[config.mk]
export PLATFORM = sky130hd
export DESIGN_NAME = hidden_forward
export DESIGN_NICKNAME = d
export VERILOG_FILES = /design/src/rtl/hidden_forward.sv
export SDC_FILE = /design/constraint.sdc
export NUM_CORES = 1
export LEC_CHECK = 0
export BUFFER_PORTS_ARGS = -buffer_cell sky130_fd_sc_hd__buf_2
export CORE_AREA = 10 10 111 153
export DETAILED_ROUTE_END_ITERATION = 10
export DIE_AREA = 0 0 121 163
export PLACE_DENSITY = 0.8
export SYNTH_ARGS = -nofsm -noshare
export SYNTH_HDL_FRONTEND = slang
export SYNTH_SLANG_ARGS = --single-unit
export TNS_END_PERCENT = 100
[constraint.sdc]
create_clock -name clk_i -period 5.8 [get_ports clk_i]
set_input_delay 0.58 -clock clk_i [delete_from_list [all_inputs] [get_ports clk_i]]
set_output_delay 0.58 -clock clk_i [all_outputs]
set_load 0.1 [all_outputs]
[src/rtl/hidden_forward.sv]
// -----------------------------------------------------------------------------
// hidden_forward
//
// Forward-pass engine for a 4-input, single-hidden-neuron network.
//   hidden = sum over k of (x[k] ? w[k] : 0)  (10-bit, serial, one input/cycle)
//   final  = hidden * wout                    (10x9 unsigned -> 19-bit)
//
// Holds the live weight set (w0..w3, wout). The weight-update stage reloads it
// after each backprop step with wload_i, or clears it with zero_weight_reset_i.
// A pass works on a snapshot of x_i and the weights taken when start_i is
// accepted, so weight traffic never disturbs a pass in flight.
//
// Ports:
//   clk_i               clock, all state changes on the rising edge
//   rst_i               synchronous reset, active-high
//   start_i             request a pass; only sampled in IDLE
//   x_i[3:0]            binary input vector; bit k gates weight k
//   wload_i             load w0_i..w3_i and wout_i into the weight registers
//   w0_i..w3_i[7:0]     new hidden weights (unsigned)
//   wout_i[8:0]         new output weight (unsigned)
//   zero_weight_reset_i clear all weight registers (wins over wload_i)
//   hidden_val_o[9:0]   hidden activation of the last completed pass
//   final_o[18:0]       network output of the last completed pass
//   busy_o              high while in ACC or MUL
//   done_o              one-cycle pulse when the outputs are updated
//
// Timing (start accepted at edge N): ACC at edges N+1..N+4, MUL at N+5
// (outputs written, done_o rises), DONE at N+6, next start accepted at N+7.
// -----------------------------------------------------------------------------
module hidden_forward #(
  parameter logic [7:0] INIT_W    = 8'd1,
  parameter logic [8:0] INIT_WOUT = 9'd1
) (
  input  logic        clk_i,
  input  logic        rst_i,
  input  logic        start_i,
  input  logic [3:0]  x_i,
  input  logic        wload_i,
  input  logic [7:0]  w0_i,
  input  logic [7:0]  w1_i,
  input  logic [7:0]  w2_i,
  input  logic [7:0]  w3_i,
  input  logic [8:0]  wout_i,
  input  logic        zero_weight_reset_i,
  output logic [9:0]  hidden_val_o,
  output logic [18:0] final_o,
  output logic        busy_o,
  output logic        done_o
);

  typedef enum logic [1:0] {
    IDLE = 2'd0,
    ACC  = 2'd1,
    MUL  = 2'd2,
    DONE = 2'd3
  } state_t;

  state_t     state;

  // Live weight set and its next value.
  logic [7:0] w_q    [4];
  logic [8:0] wout_q;
  logic [7:0] w_nxt  [4];
  logic [8:0] wout_nxt;

  // Working snapshot used by the pass in progress.
  logic [3:0] xs;
  logic [7:0] ws     [4];
  logic [8:0] wouts;

  logic [1:0] idx;
  logic [9:0] acc;
  logic [9:0] addend;
  logic [18:0] product;
  logic        start_acc;

  assign start_acc = (state == IDLE) && start_i;

  // ---------------------------------------------------------------------------
  // Next weight value. The snapshot also reads w_nxt, which gives the bypass:
  // a load or clear in the same cycle as an accepted start is seen by that pass.
  // ---------------------------------------------------------------------------
  always_comb begin
    // NOTE: every output of this block gets a default before any branch, so
    // no path leaves a value unassigned and no latch is inferred.
    w_nxt    = w_q;
    wout_nxt = wout_q;
    if (zero_weight_reset_i) begin
      for (int k = 0; k < 4; k++) w_nxt[k] = '0;
      wout_nxt = '0;
    end else if (wload_i) begin
      w_nxt[0] = w0_i;
      w_nxt[1] = w1_i;
      w_nxt[2] = w2_i;
      w_nxt[3] = w3_i;
      wout_nxt = wout_i;
    end
  end

  // Weight registers run independently of the FSM.
  always_ff @(posedge clk_i) begin
    // NOTE: sequential state uses non-blocking assignments so every register
    // samples pre-edge values, independent of statement order.
    if (rst_i) begin
      for (int k = 0; k < 4; k++) w_q[k] <= INIT_W;
      wout_q <= INIT_WOUT;
    end else begin
      w_q    <= w_nxt;
      wout_q <= wout_nxt;
    end
  end

  // NOTE: the snapshot has no reset; it is always written when a pass starts,
  // before the ACC/MUL states ever read it.
  always_ff @(posedge clk_i) begin
    if (start_acc) begin
      xs    <= x_i;
      ws    <= w_nxt;
      wouts <= wout_nxt;
    end
  end

  // One serial MAC term: the weight selected by idx, gated by its input bit.
  assign addend  = xs[idx] ? {2'b00, ws[idx]} : 10'd0;

  // Full-width product; both operands widened to 19 bits, no truncation.
  assign product = {9'd0, acc} * {10'd0, wouts};

  // ---------------------------------------------------------------------------
  // Control FSM with registered outputs.
  // ---------------------------------------------------------------------------
  always_ff @(posedge clk_i) begin
    if (rst_i) begin
      state        <= IDLE;
      acc          <= '0;
      idx          <= '0;
      hidden_val_o <= '0;
      final_o      <= '0;
      busy_o       <= 1'b0;
      done_o       <= 1'b0;
    end else begin
      case (state)
        IDLE: begin
          if (start_i) begin
            acc    <= '0;
            idx    <= '0;
            busy_o <= 1'b1;
            state  <= ACC;
          end
        end
        ACC: begin
          acc <= acc + addend;
          idx <= idx + 2'd1;
          if (idx == 2'd3) state <= MUL;
        end
        MUL: begin
          hidden_val_o <= acc;
          final_o      <= product;
          done_o       <= 1'b1;
          busy_o       <= 1'b0;
          state        <= DONE;
        end
        DONE: begin
          done_o <= 1'b0;
          state  <= IDLE;
        end
        default: begin
          busy_o <= 1'b0;
          done_o <= 1'b0;
          state  <= IDLE;
        end
      endcase
    end
  end

endmodule

==> results of run 1 <==
flip-flops by register name, summed over array words and instances, names as in the netlist:
signal        flops
w_q              32
ws               32
final_o          19
acc              10
hidden_val_o     10
wout_q            9
wouts             9
xs                4
idx               2
state             2
busy_o            1
done_o            1
cell families (layout without fill, tap and decap cells):
family,after synthesis,in the layout
compound gates,85,85
xor+xnor,11,11
fa+ha+maj,110,110
buf+inv,143,210
flops,131,131
mux,73,73
simple gates,282,282
placed cells by master (no fill, tap or decap), types with 5 or more instances in the layout:
cell type,n
a21oi_1,20
a22oi_1,8
and2_1,52
buf_2,80
buf_4,6
clkbuf_16,17
dfxtp_1,86
edfxtp_1,45
fa_1,58
ha_1,51
inv_1,91
mux2i_1,63
mux4_2,8
nand2_1,60
nand3_1,9
nand4_1,6
nor2_1,81
nor2b_1,5
nor3_1,41
o21ai_0,15
xnor2_1,7
power groups by stage:
stage | sequential [W] | combinational, W | clock (W)
final | 0.00126 | 0.000951 | 0.00111
after global routing | 0.00127 | 0.00105 | 0.00115
after CTS | 0.00126 | 0.000959 | 0.00112
after detailed placement | 0.00127 | 0.000950 | 0
after global placement | 0.00127 | 0.000930 | 0
after floorplan | 0.00133 | 0.000673 | 0
final cells by class:
cell class / count / area, sq um / area share
clock buffer: 18 / 439 / 0.0465
tap: 189 / 236 / 0.0251
timing repair buffer: 86 / 445 / 0.0472
clock inverter: 14 / 170 / 0.0180
inverter: 92 / 345 / 0.0366
sequential: 131 / 3070 / 0.326
multi-input combinational: 561 / 4730 / 0.501
layer usage:
layer  routed length [um]  part of all wire
met2                 9610              0.53
met3                  823             0.046
met4                  584             0.032
met5                    0                 0
met1                 7000              0.39
worst paths after layout:
| check | start | end | slack (ns) |
|---|---|---|---|
| max reg2reg | wouts[3] | final_o[17] | 1.26 |
| min reg2reg | final_o[0] | final_o[0] | 0.46 |
| min | x_i[2] | xs[2] | 0.33 |
| max | wouts[3] | final_o[17] | 1.26 |
worst reg2reg max path: stages, from the launching register on:
cell	delay, ns
edfxtp_1	0.55
and2_1	0.26
fa_1	0.51
fa_1	0.52
fa_1	0.50
inv_1	0.05
fa_1	0.48
inv_1	0.05
ha_1	0.32
a21oi_1	0.37
nand4b_1	0.15
nor3_1	0.29
mux2i_1	0.22
o311ai_0	0.13
stage by stage:
step	instance area [sq um]	setup slack (ns)	total power [W]
floorplan	8350	1.53	0.00200
global placement	8830	1.41	0.00220
detailed placement	8830	1.28	0.00222
CTS	9440	1.30	0.00334
global route	9440	1.03	0.00348
finish	9440	1.26	0.00331
==> metrics list, run 1 <==
* Fraction of power consumed by the clock network: 0.334
- After the flow finishes, the layout carries non-filler instances totaling roughly 1,100.
* CP Capture Type: flop
- Arrival time of the worst setup path: 4.82 ns
- Final hold slack: 0.331 ns
* CP most frequent cell: fa_1
- Share of power burned in registers: 0.379
- The synthesized design spends more area on one cell type than any other, namely dfxtp_1.
- Summed over all cells, the static leakage comes to 4.30 nW.
* Number of violations of the max-capacitance limit: 0
- Insertion delay of the later-clocked pin in the worst-skew pair: 0.42 ns
* Area growth, synth to finish: 13.0%
- STA classifies the critical path startpoint as a flop.
- IR drop worst, VDD: 0.000260 V
* # hold bufs at CTS: 0
- Worst-path cell chain: and2_1, fa_1, fa_1, fa_1, inv_1, fa_1, inv_1, ha_1, a21oi_1, nand4b_1, nor3_1, mux2i_1, o311ai_0
- For this run, the total global-route usage over all layers was measured as 0.189.
- RSZ-0062 raised after global routing: false
* DIE AREA: 19,700 sq um
* Critical Path RT: 6.08 ns
* Buffering stage count on the worst path with inverters included: 2
- Clock-pin slew was measured on the worst setup and hold paths at 0.07 ns.
- After detailed routing, the total wire length is 18.0 mm.
* Worst hold path cell count: 1
- For this run, the leading register cell type out of synthesis is dfxtp_1.
* Post-layout utilization of the core: 0.662
* Via count of the first global-routing pass: 6,348
* Flip-flop and latch count after synthesis: around 130
- Met1 Track Usage GR: 0.203
* Number of nets with antenna violations after routing: 0
- Pre-antenna DRT Iters: 5
- The worst register-to-register path has a depth of 13.
- For this run, the post-layout net count is 1,049.
- Synth async-reset ratio: 0
- Counting tap cells, the placed design contains a total of 1,059 instances.
* Placed wire-length estimate after detailed placement: 13.0 mm
- RD Place Congestion: approximately 0.92
- Dividing total power by cell area gives a power density of 351 nW/um^2.
* Number of antenna violations at the first check in global routing: 0
- Std-Cell Core Area: 14,200 sq um
- The die is between 150 and 200 um tall.
* Mux contribution to synthesized area: 0.0998
- Number of enable-type register cells in the synthesized netlist: 45
- The run finished with clean final reports.
- Netlist area before placement: 8350 sq um
* Max Freq: 220 MHz
* Die W: 121 um
- Buffers on Ports: 80
* Average footprint of a synthesized cell: 10.0 sq um
- Internal Dissipation: 0.00211 W
- Number of post-CTS setup repair buffers: 0
- For this design the total switching power over the nets is 0.00120 W.
- CTS built an H-tree with a depth of 4.
* Fraction of final layout cells sized beyond drive strength 1: 0.161
- In this run the most used layer during global routing was met2.
- Crit path max-delay cell type: edfxtp_1
- Worst clock skew: 0.00760 ns
* Crit Path Max Fanout: 10
- Synthesized-area fraction occupied by ao, oa, aoi and oai cells: 0.0719
- Largest cells by area after synthesis: dfxtp_1 21%, edfxtp_1 16%, fa_1 14%, ha_1 7.8%, mux2i_1 7.5%
- I/O pin count: 81
- Of the total synthesized cell area, the portion taken by XOR and XNOR cells is 0.0115.
- By area, the combinational part of the netlist is dominated by adder cells.
- After detailed routing, the number of vias per cell comes to about 5.5.
- For the pin with the worst max-slew slack, the measured transition is 1.08 ns.
* Portion of the clock cycle consumed by the worst path in the final layout: 0.783
- Maximum number of buffers from clock root to sink: 2
- Synth top area share: 0.206
- Worst relative slew slack: 0.283
- Combinational share of power: 0.287
- Minimum clock period: 4.54 ns
* Worst path max stage delay: 0.55 ns
- For this run, global-route usage on met2 was measured as 0.339.
- Fraction of the yosys area taken by sequential cells: 0.368
- Top cell types by occurrence after synthesis: 91 x inv_1, 86 x dfxtp_1, 81 x nor2_1
- TritonCTS built the clock tree.
- The cell family contributing the most delay on the critical path is adder cells.
- Arithmetic-cell share of the synthesized area counting full adders, half adders and majority gates: 0.217
- The min-delay analysis places its worst path in the category in -> reg.
- Vias: 6,032
- Global route total overflow: 0
* Distinct cells, synth: 61
- Final Max Tran Viols: 0
* TNS Setup: 0 ns
- Number of antenna cells inserted: 0
- Number of inserted filler cells in the final layout: 1,081
- The number of hold violations in the final report is 0.
- CTS sink count: 131
- Met3 GRT Util: 0.0423
- In the routed design, unresolved DRC markers number 0.
- By instance count, the leading cell after synthesis is inv_1.
- Placement Rows: 52
- Synthesis produced a netlist whose cell count is 835.
* Switching power share of the total: 0.363
- The Yosys step of the flow raised 0 warnings.
* Post-synth net total: 995
- The initial utilization of the core area, before any placement, comes to 0.586.
- The critical path is of the reg -> reg type.
* DRC marker count from the first detailed-route iteration: 312
- Setup Viol. Count Final: 0
- Number of gates resized after CTS: 0
- The root buffer cell chosen for the clock tree is clkbuf_16.
- Number of buffers added by the clock tree synthesis step: 17
* Global-route wire length before repair: 30.3 mm
* Post-DR wirelength/cell: about 17 um
- Entering global routing, the biggest net connects between 80 and 90 pins.
- In this run the number of cells on the critical path is 13.
- Simple-gate area share of the yosys netlist: 0.166
Note: power is estimated with default switching activity, not from simulation.
==> inputs of run 2 (changes only) <==
--- a/config.mk
+++ b/config.mk
@@ -5,11 +5,12 @@
 export SDC_FILE = /design/constraint.sdc
 export NUM_CORES = 1
 export LEC_CHECK = 0
+export ABC_AREA = 1
 export BUFFER_PORTS_ARGS = -buffer_cell sky130_fd_sc_hd__buf_2
-export CORE_AREA = 10 10 111 153
+export CORE_AREA = 10 10 118 162
 export DETAILED_ROUTE_END_ITERATION = 10
-export DIE_AREA = 0 0 121 163
-export PLACE_DENSITY = 0.8
+export DIE_AREA = 0 0 128 172
+export PLACE_DENSITY = 0.76
 export SYNTH_ARGS = -nofsm -noshare
 export SYNTH_HDL_FRONTEND = slang
 export SYNTH_SLANG_ARGS = --single-unit
==> constraint.sdc (replaced) <==
create_clock -name clk_i -period 4.1 [get_ports clk_i]
set_input_delay 0.41 -clock clk_i [delete_from_list [all_inputs] [get_ports clk_i]]
set_output_delay 0.41 -clock clk_i [all_outputs]
set_load 0.1 [all_outputs]
==> run 2 against run 1 <==
Effect of this change:
- critical path depth grew 6
- sequential share of layout area shrank 2.9 points
- die area grew 12%
- total power grew 78%
- synthesized area grew 4.0%
- clock-buffer cell count is the same
- register-to-register slack lost 1.2 ns
- fmax grew 13%
- routed wire length grew 21%
- combinational power grew to 2.6 times the previous value
==> metrics list, run 2 <==
- The maximum number of pins on one net before global-route repair came to 68 (-18%).
* Registers with the highest flip-flop counts: w_q x32, ws x32, final_o x19
- In this run the most critical hold path is launched from x_i[0].
* Most common cell after layout, fill and taps aside: nand2_1
* Syn Inst Count: 1,115 (+34%)
* Max Freq: 249 MHz (+13%)
- The post-detailed-placement half-perimeter wirelength is 15.3 mm (+18%).
- Class of the most critical setup path: reg -> reg
- The number of design rule violations left after detail routing was 0 (unchanged).
- The number of nets at the end of the flow came to 1,373 (+31%).
- H-Tree Depth: 4 (unchanged)
- Top_reg_cell synth: dfxtp_1
- Count of cells along the worst register-to-register path: 19 (+6)
- Number of violations of the max-capacitance limit: 0 (unchanged)
- The starting density of the core is 0.539 (-0.0469).
- Maximum number of buffers from clock root to sink: 2 (unchanged)
- The initial DRC count came to 493 (+58%).
- Nature of the critical path startpoint: flop
* Synth async-reset ratio: 0 (unchanged)
- Worst hold path cell count: 1 (unchanged)
* Reg-to-reg endpoint: final_o[18]
* Footprint of the multi-input gates: 4800 sq um (+1.5%)
- Final hold slack: 0.157 ns (-0.174 ns)
* Warnings, synthesis: 0 (unchanged)
- Reg clk slew, reported paths: 0.06 ns (about the same)
- Crit Path Max Fanout: 6 (-4)
* Post-layout utilization of the core: 0.645 (-0.0173)
- Number of antenna cells inserted: 0 (unchanged)
- The post-synthesis cell type count is 36 (-41%).
- The transition time at the pin with the least slew margin was 0.931 ns (-0.145 ns).
- Worst relative slew slack: 0.379 (+0.0964)
- Number of buffers added by the clock tree synthesis step: 17 (unchanged)
- Die height: 172 um (+5.5%)
- In the layout the commonest cells are 202 x nand2_1, 193 x inv_1, 162 x nor2_1.
* Number of nets with antenna violations after routing: 0 (unchanged)
- Post-DR wirelength/cell: 15.3 um (-7.3%)
- Portion of the clock cycle consumed by the worst path in the final layout: 0.978 (+0.195)
- The share of the yosys chip area belonging to registers came to 0.354 (-0.0140).
* Average footprint of a synthesized cell: 7.79 sq um (-22%)
* Flip-flop and latch count after synthesis: 131 (unchanged)
- Hold Fails Final Rpt: 0 (unchanged)
* Reg-to-Reg Start: wouts[4]
- For hold timing, the worst endpoint is xs[0].
* Number of inserted filler cells in the final layout: 1,349 (+25%)
- Pre-antenna DRT Iters: 6 (+1)
- I/O pin count: 81 (unchanged)
- Die W: 128 um (+5.8%)
- The biggest area contributor in the post-synthesis netlist is dfxtp_1.
- Top cell types by occurrence after synthesis: 222 x nand2_1, 202 x inv_1, 168 x nor2_1
- The tree is rooted in a clkbuf_16.
- Leakage: 5.48 nW (+27%)
- Final wirelength: 21.8 mm (+21%)
- The net count after synthesis came to 1,275 (+28%).
* Status: complete, no violations
- The detailed-route via count is 7,531 (+25%).
- TritonCTS built the clock tree.
* Synth top area share: 0.198 (-0.00787)
* Global-route wire length before repair: 35.6 mm (+17%)
- The area enclosed by the die boundary was 22,000 sq um (+12%).
* RD Place Congestion: 0.912 (-0.86%)
* Setup Viol. Count Final: 0 (unchanged)
* Final Max Tran Viols: 0 (unchanged)
* Arrival time of the worst setup path: 4.32 ns (-0.50 ns)
- The clock latency on the worst-skew pair came to 0.42 ns (about the same).
* Largest cells by area after synthesis: dfxtp_1 20%, edfxtp_1 16%, fa_1 13%, nand2_1 9.6%, inv_1 8.7%
- Number of enable-type register cells in the synthesized netlist: 45 (unchanged)
* Std-Cell Core Area: 16,100 sq um (+13%)
- IR drop worst, VDD: 0.000374 V (+44%)
* Buffers on Ports: 80 (unchanged)
- The global-route usage over all layers was 0.199 (+0.0103).
- Setup repair after global routing could not meet its margin everywhere.
- The worst clock skew on the final layout is 0.00791 ns (+0.000305 ns).
- Placement Rows: 55 (+5.8%)
* Area growth, synth to finish: 19.6%
- The sink count of the clock tree is 131 (unchanged).
- FF+latch area: 3080 sq um (+0.12%)
* Global route total overflow: 0 (unchanged)
* Most instantiated library cell after synthesis: nand2_1
- Setup slack on the worst flop-to-flop path: 0.09 ns (-1.17 ns)
- The number of hold-repair buffers added at the cts stage was 0 (unchanged).
* Power per standard cell area: 568 nW/um^2 (+62%)
- Number of antenna violations at the first check in global routing: 0 (unchanged)
- The cell area after technology mapping was 8680 sq um (+4.0%).
- CP Capture Type: flop
- Fraction of final layout cells sized beyond drive strength 1: 0.201 (+0.0399)
- The worst hold path belongs to the class in -> reg.
- The worst endpoint required time is 4.42 ns (-1.66 ns).
* Via count of the first global-routing pass: 7,623 (+20%)
- Minimum clock period: 4.01 ns (-0.533 ns)
- The number of vias per cell came to 5.28 (-4.4%).
-- run 2: cell types whose count changed in the layout (fill, tap and decap cells not counted), moves of 9 or more --
cell,delta
mux2i_1,-63
and2_1,-52
nor2_1,+81
nand2_2,+22
nand3_1,+14
inv_1,+102
nor4_1,+34
o21ai_0,+17
buf_4,+44
inv_2,+9
a21oi_1,+14
nand2_1,+142
ha_1,-9
-- run 2: area by class of cell --
| class | count | area share |
|---|---|---|
| Clock buffer | 18 | 0.0413 |
| Timing Repair Buffer | 138 | 0.0834 |
| Sequential cell | 131 | 0.296 |
| Inverter | 204 | 0.0737 |
| Tap cell | 199 | 0.0240 |
| Clock inverter | 14 | 0.0194 |
| Multi-Input combinational cell | 721 | 0.462 |
-- run 2: logic make-up after synthesis --
| logic type | Yosys count | share of synthesized area |
|---|---|---|
| adder cells (fa/ha/maj) | 110 | 0.209 |
| AND/OR/NAND/NOR | 515 | 0.251 |
| XOR/XNOR | 7 | 0.00706 |
| flip-flops | 131 | 0.354 |
| buffers and inverters | 263 | 0.119 |
| AO/OA/AOI/OAI | 89 | 0.0599 |
-- run 2: power breakdown --
part	total, W	switching [W]	internal [W]
Combinational	0.00248	0.00176	0.000718
Sequential	0.00176	0.000137	0.00163
Clock	0.00165	0.000625	0.00103
-- run 2: worst max-delay path, cell delays in order (launching register included) --
cell	delay [ns]
edfxtp_1	0.50
buf_4	0.19
nand2_1	0.06
inv_1	0.05
fa_1	0.46
fa_1	0.53
fa_1	0.53
inv_1	0.05
fa_1	0.49
inv_2	0.05
ha_4	0.30
nand2_4	0.07
nor2_4	0.11
nand2_2	0.07
nand3_4	0.11
nand2_2	0.07
nand3_2	0.06
nand2_1	0.05
nor2_1	0.10
nor2_1	0.04
-- run 2: worst max-delay path by stage --
stage                     cells after the start  startpoint  slack (ns)          end
after floorplan                              17      acc[8]        0.07  final_o[10]
after global placement                       19    wouts[3]       -0.02  final_o[14]
after detailed placement                     19    wouts[3]       -0.07  final_o[14]
after CTS                                    19    wouts[4]       0.004  final_o[18]
after global routing                         16    wouts[3]       -0.11  final_o[16]
final                                        19    wouts[4]        0.09  final_o[18]
-- run 2: stage by stage --
stage / cells / worst slack [ns] / power, W / area, sq um / setup TNS, ns
4_1_cts: 1409 / 0.00449 / 0.00574 / 10000 / 0
2_1_floorplan: 1115 / 0.0739 / 0.00352 / 8680 / 0
6_report: 1425 / 0.0911 / 0.00590 / 10400 / 0
3_3_place_gp: 1367 / -0.0239 / 0.00401 / 9300 / -0.0535
3_5_place_dp: 1367 / -0.0702 / 0.00404 / 9300 / -0.295
5_1_grt: 1425 / -0.114 / 0.00622 / 10400 / -0.695
-- run 2: routing by layer --
layer | global-route usage | vias up | wire length (um)
met4 | 0.0947 | 0 | 770
met5 | 0 | - | 0
met1 | 0.201 | 3568 | 8010
met2 | 0.378 | 217 | 12100
met3 | 0.0407 | 72 | 931
li1 | - | 3674 | -
-- run 2: what timing repair did --
action                     in CTS  in global routing
setup endpoints to repair      10                 12
resized for setup               3                 74
setup buffers                  10                 16
pin swaps                       0                 39
